===== config.mk =====
export PLATFORM = sky130hd
export DESIGN_NAME = mccpu_ctrl_flat
export DESIGN_NICKNAME = d
export VERILOG_FILES = /design/src/rtl/mccpu_ctrl_if.sv /design/src/rtl/mccpu_ctrl.sv /design/src/flat_wrapper.sv
export SDC_FILE = /design/constraint.sdc
export NUM_CORES = 1
export LEC_CHECK = 0
export BUFFER_PORTS_ARGS = -buffer_cell sky130_fd_sc_hd__buf_2
export CORE_UTILIZATION = 48
export DETAILED_ROUTE_END_ITERATION = 7
export GPL_ROUTABILITY_DRIVEN = 0
export GPL_TIMING_DRIVEN = 1
export PLACE_DENSITY = 0.93
export SETUP_SLACK_MARGIN = 0.05
export SLEW_MARGIN = 20
export SYNTH_ARGS = -nofsm -noshare
export SYNTH_HDL_FRONTEND = slang
export SYNTH_SLANG_ARGS = --single-unit
export TNS_END_PERCENT = 20

===== constraint.sdc =====
create_clock -name clk -period 2.08 [get_ports clk]
set_input_delay 0 -clock clk [delete_from_list [all_inputs] [get_ports clk]]
set_output_delay 0 -clock clk [all_outputs]
set_load 0.01 [all_outputs]

===== src/rtl/mccpu_ctrl_if.sv =====
// Control-unit bus between the multi-cycle controller and its datapath.
//   Inputs to the controller : Op, Funct (IR fields), Zero (ALU flag), mem_ready.
//   Outputs of the controller: PC/IR/register-file/memory enables, ALU and mux
//                              selects, debug state, instr_done and illegal pulses.
// master = controller side, slave = datapath side.
interface mccpu_ctrl_if;
    logic [5:0] Op;
    logic [5:0] Funct;
    logic       Zero;
    logic       mem_ready;

    logic       PCWrite;
    logic       IRWrite;
    logic       RegWrite;
    logic       MemRead;
    logic       MemWrite;
    logic       IorD;
    logic       EXTOp;
    logic       ALUSrcB;
    logic [3:0] ALUOp;
    logic [1:0] NPCOp;
    logic [1:0] GPRSel;
    logic [1:0] WDSel;
    logic [2:0] state;
    logic       instr_done;
    logic       illegal;

    modport master (
        input  Op, Funct, Zero, mem_ready,
        output PCWrite, IRWrite, RegWrite, MemRead, MemWrite, IorD, EXTOp, ALUSrcB,
               ALUOp, NPCOp, GPRSel, WDSel, state, instr_done, illegal
    );

    modport slave (
        output Op, Funct, Zero, mem_ready,
        input  PCWrite, IRWrite, RegWrite, MemRead, MemWrite, IorD, EXTOp, ALUSrcB,
               ALUOp, NPCOp, GPRSel, WDSel, state, instr_done, illegal
    );
endinterface


===== src/rtl/mccpu_ctrl.sv =====
// Multi-cycle control unit for the MIPS-subset CPU (FETCH/DECODE/EXE/MEM/WB).
// Ports:
//   clk - clock, rising edge
//   rst - asynchronous active-high reset
//   bus - mccpu_ctrl_if.master: IR fields, Zero, mem_ready in; datapath enables,
//         selects, debug state, instr_done and illegal out
// Memory accesses finish on mem_ready (MEM_HANDSHAKE=1) or after MEM_LAT cycles.
module mccpu_ctrl #(
    parameter bit          MEM_HANDSHAKE = 1'b1,
    parameter int unsigned MEM_LAT       = 2
) (
    input  logic         clk,
    input  logic         rst,
    mccpu_ctrl_if.master bus
);
    localparam logic [2:0] FETCH  = 3'd0;
    localparam logic [2:0] DECODE = 3'd1;
    localparam logic [2:0] EXE    = 3'd2;
    localparam logic [2:0] MEM    = 3'd3;
    localparam logic [2:0] WB     = 3'd4;

    localparam logic [3:0] ALU_NOP = 4'd0, ALU_ADD = 4'd1, ALU_SUB = 4'd2, ALU_AND = 4'd3;
    localparam logic [3:0] ALU_OR  = 4'd4, ALU_SLT = 4'd5, ALU_SLTU = 4'd6, ALU_NOR = 4'd7;
    localparam logic [3:0] ALU_LUI = 4'd9;

    localparam int unsigned       CNT_W    = (MEM_LAT > 1) ? $clog2(MEM_LAT) : 1;
    localparam logic [CNT_W-1:0]  CNT_LAST = CNT_W'(MEM_LAT - 1);

    // Instruction decode
    logic       is_rtype, is_ialu, is_lw, is_sw, is_beq, is_j, is_jal, legal;
    logic [3:0] alu_op;
    logic       alu_src_b, ext_op;

    always_comb begin
        is_rtype  = 1'b0;
        is_ialu   = 1'b0;
        is_lw     = 1'b0;
        is_sw     = 1'b0;
        is_beq    = 1'b0;
        is_j      = 1'b0;
        is_jal    = 1'b0;
        alu_op    = ALU_NOP;
        alu_src_b = 1'b0;
        ext_op    = 1'b0;
        case (bus.Op)
            6'h00: begin
                is_rtype = 1'b1;
                case (bus.Funct)
                    6'h20, 6'h21: alu_op = ALU_ADD;
                    6'h22, 6'h23: alu_op = ALU_SUB;
                    6'h24:        alu_op = ALU_AND;
                    6'h25:        alu_op = ALU_OR;
                    6'h27:        alu_op = ALU_NOR;
                    6'h2A:        alu_op = ALU_SLT;
                    6'h2B:        alu_op = ALU_SLTU;
                    default:      is_rtype = 1'b0;
                endcase
            end
            6'h08: begin is_ialu = 1'b1; alu_op = ALU_ADD; alu_src_b = 1'b1; ext_op = 1'b1; end
            6'h0A: begin is_ialu = 1'b1; alu_op = ALU_SLT; alu_src_b = 1'b1; ext_op = 1'b1; end
            6'h0C: begin is_ialu = 1'b1; alu_op = ALU_AND; alu_src_b = 1'b1; end
            6'h0D: begin is_ialu = 1'b1; alu_op = ALU_OR;  alu_src_b = 1'b1; end
            6'h0F: begin is_ialu = 1'b1; alu_op = ALU_LUI; alu_src_b = 1'b1; end
            6'h23: begin is_lw   = 1'b1; alu_op = ALU_ADD; alu_src_b = 1'b1; ext_op = 1'b1; end
            6'h2B: begin is_sw   = 1'b1; alu_op = ALU_ADD; alu_src_b = 1'b1; ext_op = 1'b1; end
            6'h04: begin is_beq  = 1'b1; alu_op = ALU_SUB; ext_op = 1'b1; end
            6'h02: is_j   = 1'b1;
            6'h03: is_jal = 1'b1;
            default: ;
        endcase
        legal = is_rtype | is_ialu | is_lw | is_sw | is_beq | is_j | is_jal;
    end

    // State and access counter
    logic [2:0]       state_q, state_d;
    logic [CNT_W-1:0] cnt_q, cnt_d;
    logic             mem_state, mem_done;

    assign mem_state = (state_q == FETCH) || (state_q == MEM);
    assign mem_done  = MEM_HANDSHAKE ? bus.mem_ready : (cnt_q == CNT_LAST);

    // The counter only runs while waiting on memory; any completion or state change restarts it.
    always_comb begin
        cnt_d = cnt_q + 1'b1;
        if (MEM_HANDSHAKE || !mem_state || mem_done || (state_d != state_q)) begin
            cnt_d = '0;
        end
    end

    always_ff @(posedge clk or posedge rst) begin
        if (rst) begin
            state_q <= FETCH;
            cnt_q   <= '0;
        end else begin
            state_q <= state_d;
            cnt_q   <= cnt_d;
        end
    end

    assign bus.state = state_q;

    // Next state and datapath controls
    always_comb begin
        state_d        = state_q;
        bus.PCWrite    = 1'b0;
        bus.IRWrite    = 1'b0;
        bus.RegWrite   = 1'b0;
        bus.MemRead    = 1'b0;
        bus.MemWrite   = 1'b0;
        bus.IorD       = 1'b0;
        bus.EXTOp      = 1'b0;
        bus.ALUSrcB    = 1'b0;
        bus.ALUOp      = ALU_NOP;
        bus.NPCOp      = 2'b00;
        bus.GPRSel     = 2'b00;
        bus.WDSel      = 2'b00;
        bus.instr_done = 1'b0;
        bus.illegal    = 1'b0;
        case (state_q)
            FETCH: begin
                bus.MemRead = 1'b1;
                if (mem_done) begin
                    bus.IRWrite = 1'b1;
                    bus.PCWrite = 1'b1;
                    state_d     = DECODE;
                end
            end
            DECODE: begin
                bus.EXTOp = ext_op;
                if (is_j || is_jal) begin
                    bus.PCWrite    = 1'b1;
                    bus.NPCOp      = 2'b10;
                    bus.instr_done = 1'b1;
                    if (is_jal) begin
                        // PC already holds PC+4, which is the link value.
                        bus.RegWrite = 1'b1;
                        bus.GPRSel   = 2'b10;
                        bus.WDSel    = 2'b10;
                    end
                    state_d = FETCH;
                end else if (!legal) begin
                    bus.illegal = 1'b1;
                    state_d     = FETCH;
                end else begin
                    state_d = EXE;
                end
            end
            EXE, MEM, WB: begin
                // ALU controls held through EXE..WB so ALUOut stays stable.
                bus.ALUOp   = alu_op;
                bus.ALUSrcB = alu_src_b;
                bus.EXTOp   = ext_op;
                if (state_q == EXE) begin
                    if (is_beq) begin
                        bus.PCWrite    = bus.Zero;
                        bus.NPCOp      = 2'b01;
                        bus.instr_done = 1'b1;
                        state_d        = FETCH;
                    end else begin
                        state_d = (is_lw || is_sw) ? MEM : WB;
                    end
                end else if (state_q == MEM) begin
                    bus.IorD = 1'b1;
                    if (is_lw) begin
                        bus.MemRead = 1'b1;
                        if (mem_done) state_d = WB;
                    end else if (is_sw) begin
                        bus.MemWrite = 1'b1;
                        if (mem_done) begin
                            bus.instr_done = 1'b1;
                            state_d        = FETCH;
                        end
                    end else begin
                        state_d = FETCH;
                    end
                end else begin
                    bus.RegWrite   = 1'b1;
                    bus.instr_done = 1'b1;
                    if (is_lw) begin
                        bus.WDSel  = 2'b01;
                        bus.GPRSel = 2'b01;
                    end else if (is_ialu) begin
                        bus.GPRSel = 2'b01;
                    end
                    state_d = FETCH;
                end
            end
            default: state_d = FETCH;
        endcase
        // Reset silences every control so an interrupted access cannot write.
        if (rst) begin
            bus.PCWrite    = 1'b0;
            bus.IRWrite    = 1'b0;
            bus.RegWrite   = 1'b0;
            bus.MemRead    = 1'b0;
            bus.MemWrite   = 1'b0;
            bus.IorD       = 1'b0;
            bus.EXTOp      = 1'b0;
            bus.ALUSrcB    = 1'b0;
            bus.ALUOp      = ALU_NOP;
            bus.NPCOp      = 2'b00;
            bus.GPRSel     = 2'b00;
            bus.WDSel      = 2'b00;
            bus.instr_done = 1'b0;
            bus.illegal    = 1'b0;
        end
    end
endmodule


===== src/flat_wrapper.sv =====
// flat-port wrapper written by rule: the top's interface ports become plain ports
module mccpu_ctrl_flat 
#(
    parameter bit          MEM_HANDSHAKE = 1'b1,
    parameter int unsigned MEM_LAT       = 2
)
  (clk, rst, bus_Op, bus_Funct, bus_Zero, bus_mem_ready, bus_PCWrite, bus_IRWrite, bus_RegWrite, bus_MemRead, bus_MemWrite, bus_IorD, bus_EXTOp, bus_ALUSrcB, bus_ALUOp, bus_NPCOp, bus_GPRSel, bus_WDSel, bus_state, bus_instr_done, bus_illegal);
  mccpu_ctrl_if bus_i ();
  input  logic clk;
  input  logic rst;
  input wire logic [$bits(bus_i.Op)-1:0] bus_Op;
  input wire logic [$bits(bus_i.Funct)-1:0] bus_Funct;
  input wire logic [$bits(bus_i.Zero)-1:0] bus_Zero;
  input wire logic [$bits(bus_i.mem_ready)-1:0] bus_mem_ready;
  output wire logic [$bits(bus_i.PCWrite)-1:0] bus_PCWrite;
  output wire logic [$bits(bus_i.IRWrite)-1:0] bus_IRWrite;
  output wire logic [$bits(bus_i.RegWrite)-1:0] bus_RegWrite;
  output wire logic [$bits(bus_i.MemRead)-1:0] bus_MemRead;
  output wire logic [$bits(bus_i.MemWrite)-1:0] bus_MemWrite;
  output wire logic [$bits(bus_i.IorD)-1:0] bus_IorD;
  output wire logic [$bits(bus_i.EXTOp)-1:0] bus_EXTOp;
  output wire logic [$bits(bus_i.ALUSrcB)-1:0] bus_ALUSrcB;
  output wire logic [$bits(bus_i.ALUOp)-1:0] bus_ALUOp;
  output wire logic [$bits(bus_i.NPCOp)-1:0] bus_NPCOp;
  output wire logic [$bits(bus_i.GPRSel)-1:0] bus_GPRSel;
  output wire logic [$bits(bus_i.WDSel)-1:0] bus_WDSel;
  output wire logic [$bits(bus_i.state)-1:0] bus_state;
  output wire logic [$bits(bus_i.instr_done)-1:0] bus_instr_done;
  output wire logic [$bits(bus_i.illegal)-1:0] bus_illegal;
  assign bus_i.Op = bus_Op;
  assign bus_i.Funct = bus_Funct;
  assign bus_i.Zero = bus_Zero;
  assign bus_i.mem_ready = bus_mem_ready;
  assign bus_PCWrite = bus_i.PCWrite;
  assign bus_IRWrite = bus_i.IRWrite;
  assign bus_RegWrite = bus_i.RegWrite;
  assign bus_MemRead = bus_i.MemRead;
  assign bus_MemWrite = bus_i.MemWrite;
  assign bus_IorD = bus_i.IorD;
  assign bus_EXTOp = bus_i.EXTOp;
  assign bus_ALUSrcB = bus_i.ALUSrcB;
  assign bus_ALUOp = bus_i.ALUOp;
  assign bus_NPCOp = bus_i.NPCOp;
  assign bus_GPRSel = bus_i.GPRSel;
  assign bus_WDSel = bus_i.WDSel;
  assign bus_state = bus_i.state;
  assign bus_instr_done = bus_i.instr_done;
  assign bus_illegal = bus_i.illegal;
  mccpu_ctrl #(.MEM_HANDSHAKE(MEM_HANDSHAKE), .MEM_LAT(MEM_LAT)) u_core (.clk(clk), .rst(rst), .bus(bus_i));
endmodule

Word-level counts from Yosys, hierarchy flattened
Cells that the tools add are included.
{"block": "classes", "n_reduce_logical": 14, "n_mux": 88, "n_eq_ne": 26, "bitwise_logic": 6}
{"op": "$eq A6 B6 Y1 const B", "n": 11}
{"op": "$mux W1", "n": 53}
{"op": "$eq A6 B4 Y1 const B", "n": 5}
{"op": "$mux W3", "n": 10}
{"op": "$pmux W4 S7", "n": 1}
{"op": "$mux W2", "n": 13}
{"op": "$pmux W3 S7", "n": 1}
{"op": "$eq A6 B2 Y1 const B", "n": 2}
{"op": "$pmux W2 S2", "n": 3}
{"op": "$ne A5 B5 Y1 const B", "n": 2}
{"op": "$reduce_or A5 Y1", "n": 2}
{"op": "$pmux W3 S3", "n": 1}
{"op": "$reduce_or A9 Y1", "n": 1}
{"op": "$mux W4", "n": 2}
{"op": "$reduce_or A7 Y1", "n": 1}
{"op": "$eq A3 B2 Y1 const B", "n": 2}
{"op": "$eq A6 B3 Y1 const B", "n": 1}
{"op": "$logic_not A6 Y1", "n": 1}
{"op": "$or A1 B1 Y1", "n": 6}
{"op": "$pmux W1 S2", "n": 3}
{"op": "$reduce_or A3 Y1", "n": 2}
{"op": "$reduce_or A2 Y1", "n": 2}
{"op": "$reduce_or A4 Y1", "n": 1}
{"op": "$eq A3 B1 Y1 const B", "n": 1}
{"op": "other kinds (6)", "n": 7}
{"block": "totals", "elab_cells": 135, "output_inout_bits": 23, "reg_bits": 3}

Logic depth before layout (Yosys ltp)
{"block": "depth", "depth_word": 14, "depth_mapped": 6, "depth_no_buf": 4}

Worst setup path after synthesis
Ideal clock, no wire load.
{"block": "synth_path", "path_type": "reg2out", "start": "register u_core.state_q[1] (netlist: u_core.bus.state[1])", "end": "output port bus_ALUOp[0]", "path_stages_with_launch": 5, "path_buffers": 1, "required_time_ps": 2080, "slack_ps": 609, "t_arrival_ps": 1471, "cell_sequence": "dfrtp_1 > clkbuf_1 > nor3_1 > o21ai_0 > a211oi_1"}
{"block": "synth_between", "elab_chain_len": 4, "word_cells_on_any_way": 6, "cone_classes": "eq/ne: 3; mux: 2; reduce/logical: 1"}
{"element": "from (decl)", "line_no": "mccpu_ctrl.sv:75", "text": "logic [2:0] state_q, state_d;"}
{"element": "from (signal assigned)", "line_no": "mccpu_ctrl.sv:95", "text": "state_q <= state_d;"}
{"element": "$eq A3 B3 Y1 (tied with other cells)", "line_no": "mccpu_ctrl.sv:119", "text": "case (state_q)"}
{"element": "$reduce_or A3 Y1 (*)", "line_no": "mccpu_ctrl.sv:119"}
{"element": "$mux W4 (*)", "line_no": "mccpu_ctrl.sv:119"}
{"element": "$mux W4 (*)", "line_no": "mccpu_ctrl.sv:191", "text": "if (rst) begin"}
{"element": "to (decl)", "line_no": "flat_wrapper.sv:23", "text": "output wire logic [$bits(bus_i.ALUOp)-1:0] bus_ALUOp;"}
Mark *: on every way between the ends. The rest lies on a longest branch, timed or not.

Worst setup path after layout
{"block": "layout_path", "start": "register u_core.state_q[0] (netlist: u_core.bus.state[0])", "end": "output port bus_instr_done"}
{"block": "layout_between", "elab_chain_len": 5, "word_cells_on_any_way": 9, "cone_classes": "eq/ne: 4; mux: 4; reduce/logical: 1"}
{"element": "$eq A3 B2 Y1"}
{"element": "$mux W1", "line_no": "mccpu_ctrl.sv:162", "text": "end else if (state_q == MEM) begin"}
{"element": "$mux W1", "line_no": "mccpu_ctrl.sv:153", "text": "if (state_q == EXE) begin"}
{"element": "$pmux W1 S2 (*)", "line_no": "mccpu_ctrl.sv:119"}
{"element": "$mux W1 (*)", "line_no": "mccpu_ctrl.sv:191"}
{"element": "to (decl)", "line_no": "flat_wrapper.sv:28", "text": "output wire logic [$bits(bus_i.instr_done)-1:0] bus_instr_done;"}
Marked as above.

==> impl_results.md <==
* Final core occ at 70.33%
* Ports at 39
* Number of synthesized flops with an enable pin at 0
* Static Leakage at 0.4604 nW
* PD cells at 330.9 mW/mm^2
* Setup WS pre-CTS at 0.4586 ns
* Synth area leader: dfrtp_1
* Max_slew headroom at 73.59%
* Die H at 41.28 um
* Critical path capture point type: output port
* Longest Clk Path Bufs at 2
* Global-route wire length before repair at 3532 um
* Wirelength, routed at 2294 um
* Iteration-0 DRC Markers at 53
* DR DRC count at 0
* Clock skew at 0.001280 ns
* Setup TNS at 0 ns
* Least-Margin Pin Slew at 0.3935 ns
* Gr usage total at 31.26%
* Flop2flop setup slack at 0.86 ns
* Total power at 0.3179 mW
* Critical path arrival at 1.86 ns
* CTS tree: built
* Vias per inst at 6.211
* Setup slack after layout at 0.2165 ns
* Final #Nets at 173
* Worst VDD drop at 0.0003973 V
* MaxCap Viol Count at 0
* Sequential share of the synthesized area at 10.14%
* Unrepaired setup endpoints after global routing: true
* Tmin final at 1.863 ns
* Via count at 1062
* Antenna cell count at 0
* Initial Utilization at 54.21%
* Syn Inst Count at 119
* Unique masters post-synth at 41
* Peak Freq at 536.6 MHz
* Clock sinks at 3
* DP Wirelength at 1814 um
* CP startpoint kind: flop
* CP Class: reg -> out
* Drt wl/cell at 13.42 um
* Hold Fails Final Rpt at 0
* Clk_lat worst skew at 0.23 ns
* Ys async rst share at 100.0%
* Worst Reg2Reg Path Length in Cells at 3
* Vias in the first global route at 860
* Top cell type's share of synthesized area at 10.14%
* H-tree Lvls at 1
* Pins Over Slew Limit at 0
* Hold Path Class: in -> reg
* Worst-path clk slew at 0.04 ns
* Share of layout cells above drive strength 1 at 32.69%
* Row count at 13
* CTS buffer count at 3
* Syn Area/Cell at 6.224 um^2
* Worst-path fanout max at 13
* Area of the multi-input gates at 610.6 um^2
* Yosys warns at 0
* Port buffer count at 38
* Core area at 0.001366 mm^2
* Register Area at 75.07 um^2
* Initial antenna violation count at 0
* Seq cells post-synth at 3
* Critical Path RT at 2.08 ns
* Root Driver: clkbuf_4
* Layout area overhead at 29.73%
* Max FFs per register at 3
* WHS Path Cells at 3
* Syn Nets at 135
* Die area at 0.001704 mm^2
* Largest cells by area after synthesis: dfrtp_1, nor2_1, nor3_1
* Largest net degree at the start of global routing at 16
* Fin crit share at 89.59%
* # fillers at 121
* # Post-CTS Setup Buffers at 0
* Post-synth top flop: dfrtp_1
* Setup violators final at 0
* Final ANT Viol Nets at 0
* DRT Pass-1 Iters at 4
* Mapped Area at 740.7 um^2
* Die width at 41.28 um
* Status: finished, final reports clean
* Gr ovfl total at 0
cell usage after synthesis, types with 2 or more instances:
master and number:
nand2_1 10, dfrtp_1 3, clkbuf_1 4, buf_2 2
or4b_2 2, a211oi_1 5, a21oi_1 8, o21ai_0 4
nor3_1 10, and3_1 3, or2_2 2, nor2_1 17
o211ai_1 3, nand3b_1 2, nor2b_1 5, nand3_1 5
inv_1 6, nand2b_1 5
worst max-delay path: stages (launching register included):
cell	delay [ns]
dfrtp_1	0.54
nand2_1	0.18
or4_1	0.49
a311oi_1	0.25
buf_2	0.17
final cells by class:
| type | instances | area share [%] |
|---|---|---|
| sequential | 3 | 7.812 |
| multi-input combinational | 103 | 63.54 |
| clock buffer | 4 | 2.734 |
| timing repair buffer | 40 | 21.61 |
| tap | 15 | 1.953 |
| inverter | 6 | 2.344 |
through the flow:
stage | instance area, um^2 | hold slack (ns) | std cells
after floorplan | 740.7 | -0.2298 | 119
after global placement | 924.6 | -0.05025 | 166
after detailed placement | 924.6 | -0.04906 | 166
after CTS | 960.9 | 0.1228 | 171
after global routing | 960.9 | 0.1507 | 171
final | 960.9 | 0.1246 | 171
path summary, 6_finish.rpt:
kind,start,end
max in group asynchronous,rst,u_core.bus.state[2]
min,bus_mem_ready,u_core.bus.state[0]
min in group asynchronous,rst,u_core.bus.state[0]
max,u_core.bus.state[0],bus_instr_done
max reg2reg,u_core.bus.state[0],u_core.bus.state[1]
min reg2reg,u_core.bus.state[2],u_core.bus.state[1]
power breakdown:
part           switching, mW  internal [mW]  leakage (nW)  total, mW
Combinational         0.0835         0.0592         0.406      0.143
Clock                 0.0293         0.0718        0.0150      0.101
Sequential            0.0115         0.0626        0.0398     0.0741
cells in the final DEF, fill, tap and decap left out, types with 2 or more instances in the layout:
master	instances
a211oi_1	5
a21oi_1	8
and3_1	3
nand2b_1	5
nand2_1	10
o211ai_1	3
nand3_1	5
o21ai_0	3
clkbuf_4	3
nor2b_1	5
nor3_1	10
or2_2	2
buf_2	38
nor2_1	17
inv_1	6
nand3b_1	2
or4b_2	2
dfrtp_1	3
layer usage:
layer,share of wire (%),wire length (um),global-route usage (%),vias up
met5,0,0,0,-
met4,1.7,39,9.677,0
met3,9.0,207,10.87,6
met2,49,1131,49.61,62
met1,40,915,39.23,475
li1,-,-,-,519
repair_timing:
item	CTS	global route
hold buffers	1	0
gates resized for setup	0	1
endpoints found under the hold margin	3	0
endpoints found under the setup margin	0	2
cell families (layout without fill, tap and decap cells):
| group | count (synthesis) | in the layout | synth area share, % |
|---|---|---|---|
| AO/OA/AOI/OAI | 32 | 32 | 29.90 |
| buffers and inverters | 13 | 50 | 7.432 |
| AND/OR/NAND/NOR | 69 | 69 | 49.66 |
| flip-flops | 3 | 3 | 10.13 |
| multiplexers | 2 | 2 | 2.872 |
Note: power is estimated with default switching activity, not from simulation.
